`src/rtl/audio_envelope_pkg.sv`:
```
// Shared types and helpers for the audio envelope generator.
// Optional feature macro: AUDIO_ENV_RELEASE_EN (see audio_envelope.sv).
package audio_envelope_pkg;

  typedef enum logic [2:0] {
    IDLE    = 3'd0,
    ATTACK  = 3'd1,
    DECAY   = 3'd2,
    SUSTAIN = 3'd3,
    RELEASE = 3'd4
  } env_state_t;

  typedef logic [7:0] level_t;

  localparam level_t     LEVEL_MAX = 8'd255;
  localparam logic [6:0] REST_TONE = 7'd0;

  // +1 that sticks at full scale instead of wrapping
  function automatic level_t sat_inc(input level_t v);
    return (v == LEVEL_MAX) ? v : v + 8'd1;
  endfunction

  // Subtract step but never go below floor_v (and never wrap)
  function automatic level_t sat_dec(input level_t v, input level_t step, input level_t floor_v);
    if (v <= floor_v)            return floor_v;
    if ((v - floor_v) <= step)   return floor_v;
    return v - step;
  endfunction

endpackage

```
`src/rtl/audio_envelope_pwm.sv`:
```
// env_pwm: free-running 8-bit PWM counter and amplitude comparator.
// The output bit is registered, so it trails the level by one cycle.
module env_pwm
  import audio_envelope_pkg::*;
(
  input  logic   clk,
  input  logic   rst_n,
  input  logic   en,
  input  logic   wave,
  input  level_t level,
  output logic   aout
);

  logic [7:0] pwm_cnt;

  // Counter wraps naturally every 256 cycles; duty = level/256 while wave is high
  always_ff @(posedge clk or negedge rst_n) begin
    if (!rst_n) begin
      pwm_cnt <= '0;
      aout    <= 1'b0;
    end else begin
      pwm_cnt <= pwm_cnt + 8'd1;
      aout    <= en & wave & (pwm_cnt < level);
    end
  end

endmodule

```
`src/rtl/audio_envelope.sv`:
```
// audio_envelope: ADSR-style amplitude envelope driving a PWM audio bit.
// Optional feature macro: AUDIO_ENV_RELEASE_EN
//   defined   -> a rest fades the level out through RELEASE
//   undefined -> a rest clears the level and returns to IDLE at once
module audio_envelope
  import audio_envelope_pkg::*;
#(
  parameter int TICK_DIV      = 1024,
  parameter int SUSTAIN_LEVEL = 160,
  parameter int DECAY_STEP    = 1
) (
  input  logic       CLK,
  input  logic       RST,
  input  logic       EN,
  input  logic [6:0] Tone,
  input  logic       Wave,
  output logic       AudioOut,
  output logic [7:0] Level,
  output logic       Busy
);

  localparam int         PW    = (TICK_DIV > 1) ? $clog2(TICK_DIV) : 1;
  localparam logic [PW-1:0] PMAX = PW'(TICK_DIV - 1);
  localparam level_t     SUS   = level_t'(SUSTAIN_LEVEL);
  localparam level_t     DSTEP = level_t'(DECAY_STEP);

  env_state_t    state_q, state_d;
  level_t        level_q, level_d;
  logic [6:0]    tone_q;
  logic [PW-1:0] presc_q;
  logic          tick;
  logic          note_evt;

  assign tick     = (presc_q == PMAX);
  assign note_evt = (tone_q != Tone);

  // Tone history and envelope prescaler; both run regardless of state
  always_ff @(posedge CLK or negedge RST) begin
    if (!RST) begin
      tone_q  <= REST_TONE;
      presc_q <= '0;
    end else begin
      tone_q  <= Tone;
      presc_q <= tick ? '0 : presc_q + 1'b1;
    end
  end

  // Envelope state and level registers
  always_ff @(posedge CLK or negedge RST) begin
    if (!RST) begin
      state_q <= IDLE;
      level_q <= '0;
    end else begin
      state_q <= state_d;
      level_q <= level_d;
    end
  end

  // Next state/level: a note event pre-empts any tick step in the same cycle
  always_comb begin
    state_d = state_q;
    level_d = level_q;
    if (note_evt) begin
      if (Tone != REST_TONE) begin
        // new note or retrigger; level carries on from where it is
        state_d = ATTACK;
      end else if (state_q == ATTACK || state_q == DECAY || state_q == SUSTAIN) begin
`ifdef AUDIO_ENV_RELEASE_EN
        state_d = RELEASE;
`else
        state_d = IDLE;
        level_d = '0;
`endif
      end
    end else if (tick) begin
      case (state_q)
        ATTACK: begin
          level_d = sat_inc(level_q);
          if (level_d == LEVEL_MAX) state_d = DECAY;
        end
        DECAY: begin
          level_d = sat_dec(level_q, DSTEP, SUS);
          if (level_d == SUS) state_d = SUSTAIN;
        end
        RELEASE: begin
          level_d = sat_dec(level_q, 8'd1, 8'd0);
          if (level_d == 8'd0) state_d = IDLE;
        end
        default: ;
      endcase
    end
  end

  // Status outputs
  always_comb begin
    Busy  = (state_q != IDLE);
    Level = level_q;
  end

  env_pwm u_pwm (
    .clk   (CLK),
    .rst_n (RST),
    .en    (EN),
    .wave  (Wave),
    .level (level_q),
    .aout  (AudioOut)
  );

endmodule

```
`config.mk`:
```
export PLATFORM = sky130hd
export DESIGN_NAME = audio_envelope
export DESIGN_NICKNAME = d
export VERILOG_FILES = /design/src/rtl/audio_envelope_pkg.sv /design/src/rtl/audio_envelope_pwm.sv /design/src/rtl/audio_envelope.sv
export SDC_FILE = /design/constraint.sdc
export NUM_CORES = 1
export LEC_CHECK = 0
export BUFFER_PORTS_ARGS = -buffer_cell sky130_fd_sc_hd__buf_2
export CAP_MARGIN = 20
export CORE_ASPECT_RATIO = 0.6
export CORE_MARGIN = 2
export CORE_UTILIZATION = 35
export CTS_CLUSTER_SIZE = 10
export DETAILED_ROUTE_END_ITERATION = 7
export GPL_TIMING_DRIVEN = 0
export SYNTH_ARGS = -nofsm -noshare
export SYNTH_HDL_FRONTEND = slang
export SYNTH_HIERARCHICAL = 1
export SYNTH_SLANG_ARGS = --single-unit
```
`constraint.sdc`:
```
create_clock -name CLK -period 3.8 [get_ports CLK]
set_clock_uncertainty 0.1 [all_clocks]
set_input_delay 0.57 -clock CLK [delete_from_list [all_inputs] [get_ports CLK]]
set_output_delay 0.57 -clock CLK [all_outputs]
set_load 0.03 [all_outputs]
```
; Yosys cells after proc, flatten, opt, wreduce, memory -nomap -nowiden
; Index checks and enable logic that the tools add are counted.
[totals]
in_bits = 11
ff_bits = 37
out_inout_bits = 10
wordCells = 89
[classes]
n_addsub = 5
bitwise = 2
eq_ne = 15
reduce_logical = 9
n_lt_le_gt_ge = 5
muxes = 47
[op_table]
columns = cell, n
row1 = two-way mux 8 bit, 19
row2 = "equality test 8 bit, second input constant", 3
row3 = "less-or-equal comparator 8 x 1 -> 1 bit, second input constant", 3
row4 = one-hot mux 8 bit (3 select lines), 1
row5 = two-way mux 3 bit, 7
row6 = two-way mux 1 bit, 18
row7 = "adder 8 x 1 -> 8 bit, second input constant", 2
row8 = "adder 10 x 1 -> 10 bit, second input constant", 1
row9 = "equality test 10 bit, second input constant", 1
row10 = two-way mux 10 bit, 1
row11 = one-hot mux 3 bit (3 select lines), 1
row12 = "less-or-equal comparator 8 bit, second input constant", 1
row13 = logical NOT 8 bit, 1
row14 = < comparator 8 bit, 1
row15 = "subtractor 8 x 1 -> 8 bit, second input constant", 1
row16 = "subtractor 8 bit, second input constant", 1
row17 = != test 7 bit, 1
row18 = nonzero test 7 bit, 1
row19 = "equality test 3 x 2 -> 1 bit, second input constant", 2
row20 = "!= test 3 x 2 -> 1 bit, second input constant", 2
row21 = AND reduction 6 bit, 1
row22 = AND reduction 4 bit, 1
row23 = nonzero test 4 bit, 1
row24 = "equality test 3 x 1 -> 1 bit, second input constant", 1
row25 = 9 further kinds, 11

; Depth between registers and ports, before layout
[depth]
depth_word = 19
ltp_mapped = 9
mapped_depth_nobuf = 8

; Modules after synthesis
; Netlist, hierarchy kept.
[by_module_without_submodules]
columns = mod, area_each_um2, seq_area_each_um2, n_inst, cells_per_inst
row1 = audio_envelope, 1881.8, 675.6, 1, 206
row2 = env_pwm, 525.5, 225.2, 1, 52

; Worst setup path after synthesis
; Ideal clock, no wire load.
[synth_timing]
path_kind = register -> register
from = register level_q[5] (netlist: Level[5])
to = register state_q[0]
required_ns = 3.570
path_stages_with_launch = 10
setup_slack_ns = 1.438
synth_period_minus_slack_ns = 2.362
setup_time_ns = 0.130
arrival_ns = 2.131
path_buffers = 1
cell_sequence = dfrtp_1 > buf_2 > inv_1 > ha_1 > nand3b_1 > a2bb2oi_1 > o21ai_2 > or2_2 > o2111ai_1 > nand3_1
[synth_between]
elab_chain_cells = 15
elab_cells_between_ends = 46
cone_classes = add/sub (3) / order compare (4) / eq/ne (6) / mux (31) / reduce/logical (2)
[synth_rtl]
columns = element, line
row1 = "start, declared", audio_envelope.sv:28  ; level_t level_q, level_d;
row2 = "start signal, assigned", audio_envelope.sv:55  ; level_q <= level_d;
row3 = subtractor 8 bit, audio_envelope_pkg.sv:26  ; if ((v - floor_v) <= step) return floor_v;
row4 = less-or-equal comparator 8 x 1 -> 1 bit, audio_envelope_pkg.sv:26
row5 = two-way mux 1 bit (2 in series), audio_envelope_pkg.sv:26
row6 = two-way mux 1 bit, audio_envelope.sv:76  ; case (state_q)
row7 = two-way mux 1 bit, audio_envelope.sv:75  ; end else if (tick) begin
row8 = two-way mux 1 bit, audio_envelope.sv:63  ; if (note_evt) begin
row9 = two-way mux 8 bit, audio_envelope_pkg.sv:27  ; return v - step;
row10 = two-way mux 8 bit, audio_envelope_pkg.sv:26
row11 = two-way mux 8 bit, audio_envelope.sv:76
row12 = two-way mux 8 bit, audio_envelope.sv:75
row13 = two-way mux 8 bit, audio_envelope.sv:63
row14 = equality test 8 bit, audio_envelope.sv:83  ; if (level_d == SUS) state_d = SUSTAIN;
row15 = != test 3 x 2 -> 1 bit (no line), n/a
row16 = AND reduction 6 bit (no line) *, n/a
row17 = "end signal, assigned", audio_envelope.sv:54  ; state_q <= state_d;
row18 = "end, declared", audio_envelope.sv:27  ; env_state_t state_q, state_d;
; Every way passes the cells marked *; elsewhere a longest branch is shown, timed or not. The select of a mux whose other input is x is not followed.
; A chain may end at the register's enable or synchronous reset.

; Worst setup path after layout
; Same ends and word-level chain as after synthesis.

==> flow_metrics.py <==
metrics = {
    "power_and_ir_drop": {
        "internal_power_uw": 657,
        "p_per_area_mw_per_mm2": 322,
        "seq_power_share_pct": 44.8,
        "p_clk_share_pct": 45.2,
        "combinationalPowerShare_pct": 9.9,
        "power_switching_uw": 230,
        "p_sw_share_pct": 25.9,
        "p_total_uw": 887,
        "p_leak_nw": 1.25,
        "ir_drop_v": 0.000127,
    },
    "clock_tree": {
        "cts_resized": 0,
        "cts_tree": "built",
        "cts_num_sinks": 36,
        "cts_hold_buf": 0,
        "cts_root_buffer": "clkbuf_16",
        "clk_pin_slew_ns": 0.06,
        "cts_setup_buffers": 0,
        "cts_max_path_buffers": 2,
        "h-tree-depth": 2,
        "clock_latency_ns": 0.29,
        "cts_buffers": 5,
    },
    "timing": {
        "timing.final.crit_share_pct": 68.3,
        "fin_tns_setup_ns": 0,
        "fin_crit_ns": 2.60,
        "worst_pin_slew_ns": 0.815,
        "fmaxAchievable_ghz": 0.385,
        "worst_slack_ns": 1.20,
        "setup_viol": 0,
        "finalMaxSlewViolations": 0,
        "relSlewSlack_pct": 45.6,
        "rsz0062_at_grt": "false",
        "hold_ws_ns": 0.270,
        "finalHoldViolations": 0,
    },
    "global_routing": {
        "grtUsageMet1_pct": 24.3,
        "grtUsageTotal_pct": 16.1,
        "grt_max_degree": 37,
        "met3_usage_pct": 5.49,
        "gr-total-overflow": 0,
        "antenna_found_initial": 0,
        "busiest_layer": "met1",
        "grt_pass1_vias": 1867,
        "grt_use_met2_pct": 21.8,
        "grt_pass1_wl_mm": 9.43,
    },
    "synth": {
        "postSynthCellCount": 258,
        "async_reset_ff_share_pct": 100,
        "syn_avg_cell_area_um2": 9.33,
        "mappedNetlistArea_mm2": 0.00241,
        "synthesis.nets": 285,
        "synth_edf_count": 0,
        "synth_flop_cell": "dfrtp_1",
        "ys_types": 56,
        "yosysSeqAreaShare_pct": 37.4,
        "yosys_warnings": 6,
        "synth_seq_cells": 36,
    },
    "placed_design": {
        "dpl.hpwl_mm": 4.15,
        "dp_slack_ns": 1.28,
        "place.gp.congestion": 0.859,
        "dp.cells": 365,
        "io_buffers": 20,
    },
    "routing": {
        "ant_nets": 0,
        "post_drt_wl_per_cell_um": 14.9,
        "dr.first_iter.drc_count": 192,
        "drtPass1Iterations": 5,
        "vias": 2002,
        "drcViolationCount": 0,
        "viasPerCell": 5.38,
        "wirelength_mm": 5.53,
    },
    "die": {
        "num_rows": 23,
        "initial_core_util_pct": 36.1,
        "num_io_pins": 21,
        "chipHeight_um": 68.2,
        "die-area_mm2": 0.00758,
        "fp.dieW_um": 111,
        "coreArea_mm2": 0.00668,
    },
    "critical_path": {
        "worstPathArrival_ns": 2.65,
        "start_kind": "flip-flop",
        "crit_family": "compound AO/OA/AOI/OAI gates",
        "required_ns": 3.86,
        "timing.rr.start": "Level[5]",
        "path_buf_inv": 2,
        "crit_path_top_delay_cell": "dfrtp_1",
        "crit_path_end_kind": "flip-flop",
        "crit_path_start": "Level[5]",
        "cp_cell_sequence": "buf_2, inv_1, ha_1, nand3b_1, a2bb2oi_1, o21ai_2, or2_2, o2111ai_1, nand3_1",
        "critPathMaxStageDelay_ns": 0.50,
        "worst-path-max-fanout": 10,
        "path_class": "reg2reg",
    },
    "outcome": {
        "outcome": "finished, final reports clean",
    },
    "flow_run": {
        "maxCapViolCount": 0,
    },
    "cells_and_area": {
        "n_fill_cell": 669,
        "syn_to_final_growth_pct": 14.4,
        "drive_above_1_share_pct": 17.5,
        "final_nets": 312,
        "diodes": 0,
        "final_cells": 372,
    },
    "hold_path": {
        "worstHoldPathType": "in2async",
    },
}
-- power groups by stage --
stage                     clock network, mW  registers (mW)  logic, mW
after floorplan                           0           0.412     0.0478
after global placement                    0           0.404     0.0873
after detailed placement                  0           0.405     0.0876
after CTS                             0.409           0.398     0.0879
after global routing                  0.426           0.398     0.0987
final                                 0.401           0.398     0.0882
-- synthesized netlist by cell type, drive strengths merged, types with 3 or more instances --
| cell | instances | area share, % |
|---|---|---|
| nand4 | 4 | 1.0 |
| nand3 | 16 | 3.7 |
| a211oi | 3 | 0.94 |
| a31oi | 5 | 1.3 |
| nand2 | 21 | 3.7 |
| nor4 | 3 | 1.4 |
| nor2 | 17 | 2.7 |
| o211ai | 4 | 1.2 |
| ha | 16 | 8.3 |
| inv | 16 | 2.5 |
| o21ai | 13 | 2.9 |
| and3 | 6 | 1.6 |
| or3 | 3 | 0.78 |
| a21oi | 16 | 3.3 |
| nand2b | 3 | 0.78 |
| o22ai | 4 | 1.0 |
| nor3 | 9 | 2.8 |
| dfrtp | 36 | 37 |
| and2 | 4 | 1.1 |
| xor2 | 13 | 4.7 |
| xnor2 | 8 | 2.9 |
| buf | 8 | 2.1 |
-- state kept, by name, indices dropped and copies added (netlist names) --
name and flops:
u_pwm/aout 1, Level 8, tone_q 7, u_pwm/pwm_cnt 8
presc_q 10, state_q 2
-- cell usage in the layout, fill, tap and decap left out, types with 2 or more instances in the layout --
cell and count:
nand2_1 19, nand2b_1 3, o211a_1 2, o2111ai_1 2, a211oi_1 3, and2_1 3, nand3_2 2, a22o_1 2
o22ai_1 4, o211ai_1 4, nand3_1 14, nand3b_1 2, nor2b_1 2, nor3_1 6, inv_1 16, or3_1 3
nor4_1 2, buf_4 2, and3_1 6, xnor2_1 8, nor3_2 2, nand4_1 4, buf_2 25, a31oi_1 5
o21ai_0 11, ha_1 16, clkbuf_1 2, and4_1 2, clkbuf_16 5, dfrtp_1 36, a21oi_1 16, xor2_1 13
nor2_1 17
-- through the flow --
| stage | cell area (µm²) | utilization [%] |
|---|---|---|
| final | 2750 | 41.2 |
| after global routing | 2750 | 41.2 |
| after CTS | 2750 | 41.2 |
| after detailed placement | 2620 | 39.2 |
| after global placement | 2620 | 39.2 |
| after floorplan | 2410 | - |
-- cells by family (layout without fill, tap and decap cells) --
family,count (synthesis),count (layout),share of synthesized area [%]
mux,1,1,0.416
buf+inv,26,53,4.94
flops,36,36,37.4
fa+ha+maj,16,16,8.32
compound gates,61,61,17.8
xor+xnor,21,21,7.64
simple gates,97,97,23.5
-- final cells by class --
type,instances,area [µm²],area share (%)
Timing Repair Buffer,20,100,3.63
Multi-Input combinational cell,196,1390,50.4
Inverter,16,60.1,2.18
Sequential cell,36,901,32.7
Clock inverter,2,12.5,0.454
Buffer,10,58.8,2.14
Tap cell,87,109,3.95
Clock buffer,5,125,4.54
-- layer usage --
metal,wire length (µm),vias to the layer above
met5,0,-
met4,26,0
met3,475,2
met2,2010,87
met1,3010,931
li1,-,982
-- final timing paths --
check / cells past startpoint / to / slack [ns]
worst max register to register: 9 / state_q[0] / 1.20
worst min-delay path: 1 / Level[5] / 0.27
max in group asynchronous: 1 / u_pwm/pwm_cnt[0] / 2.79
min in group CLK: 1 / tone_q[4] / 0.33
worst max-delay path: 9 / state_q[0] / 1.20
worst min register to register: 1 / presc_q[0] / 0.38
No activity file was read; power rests on OpenSTA's default activity.
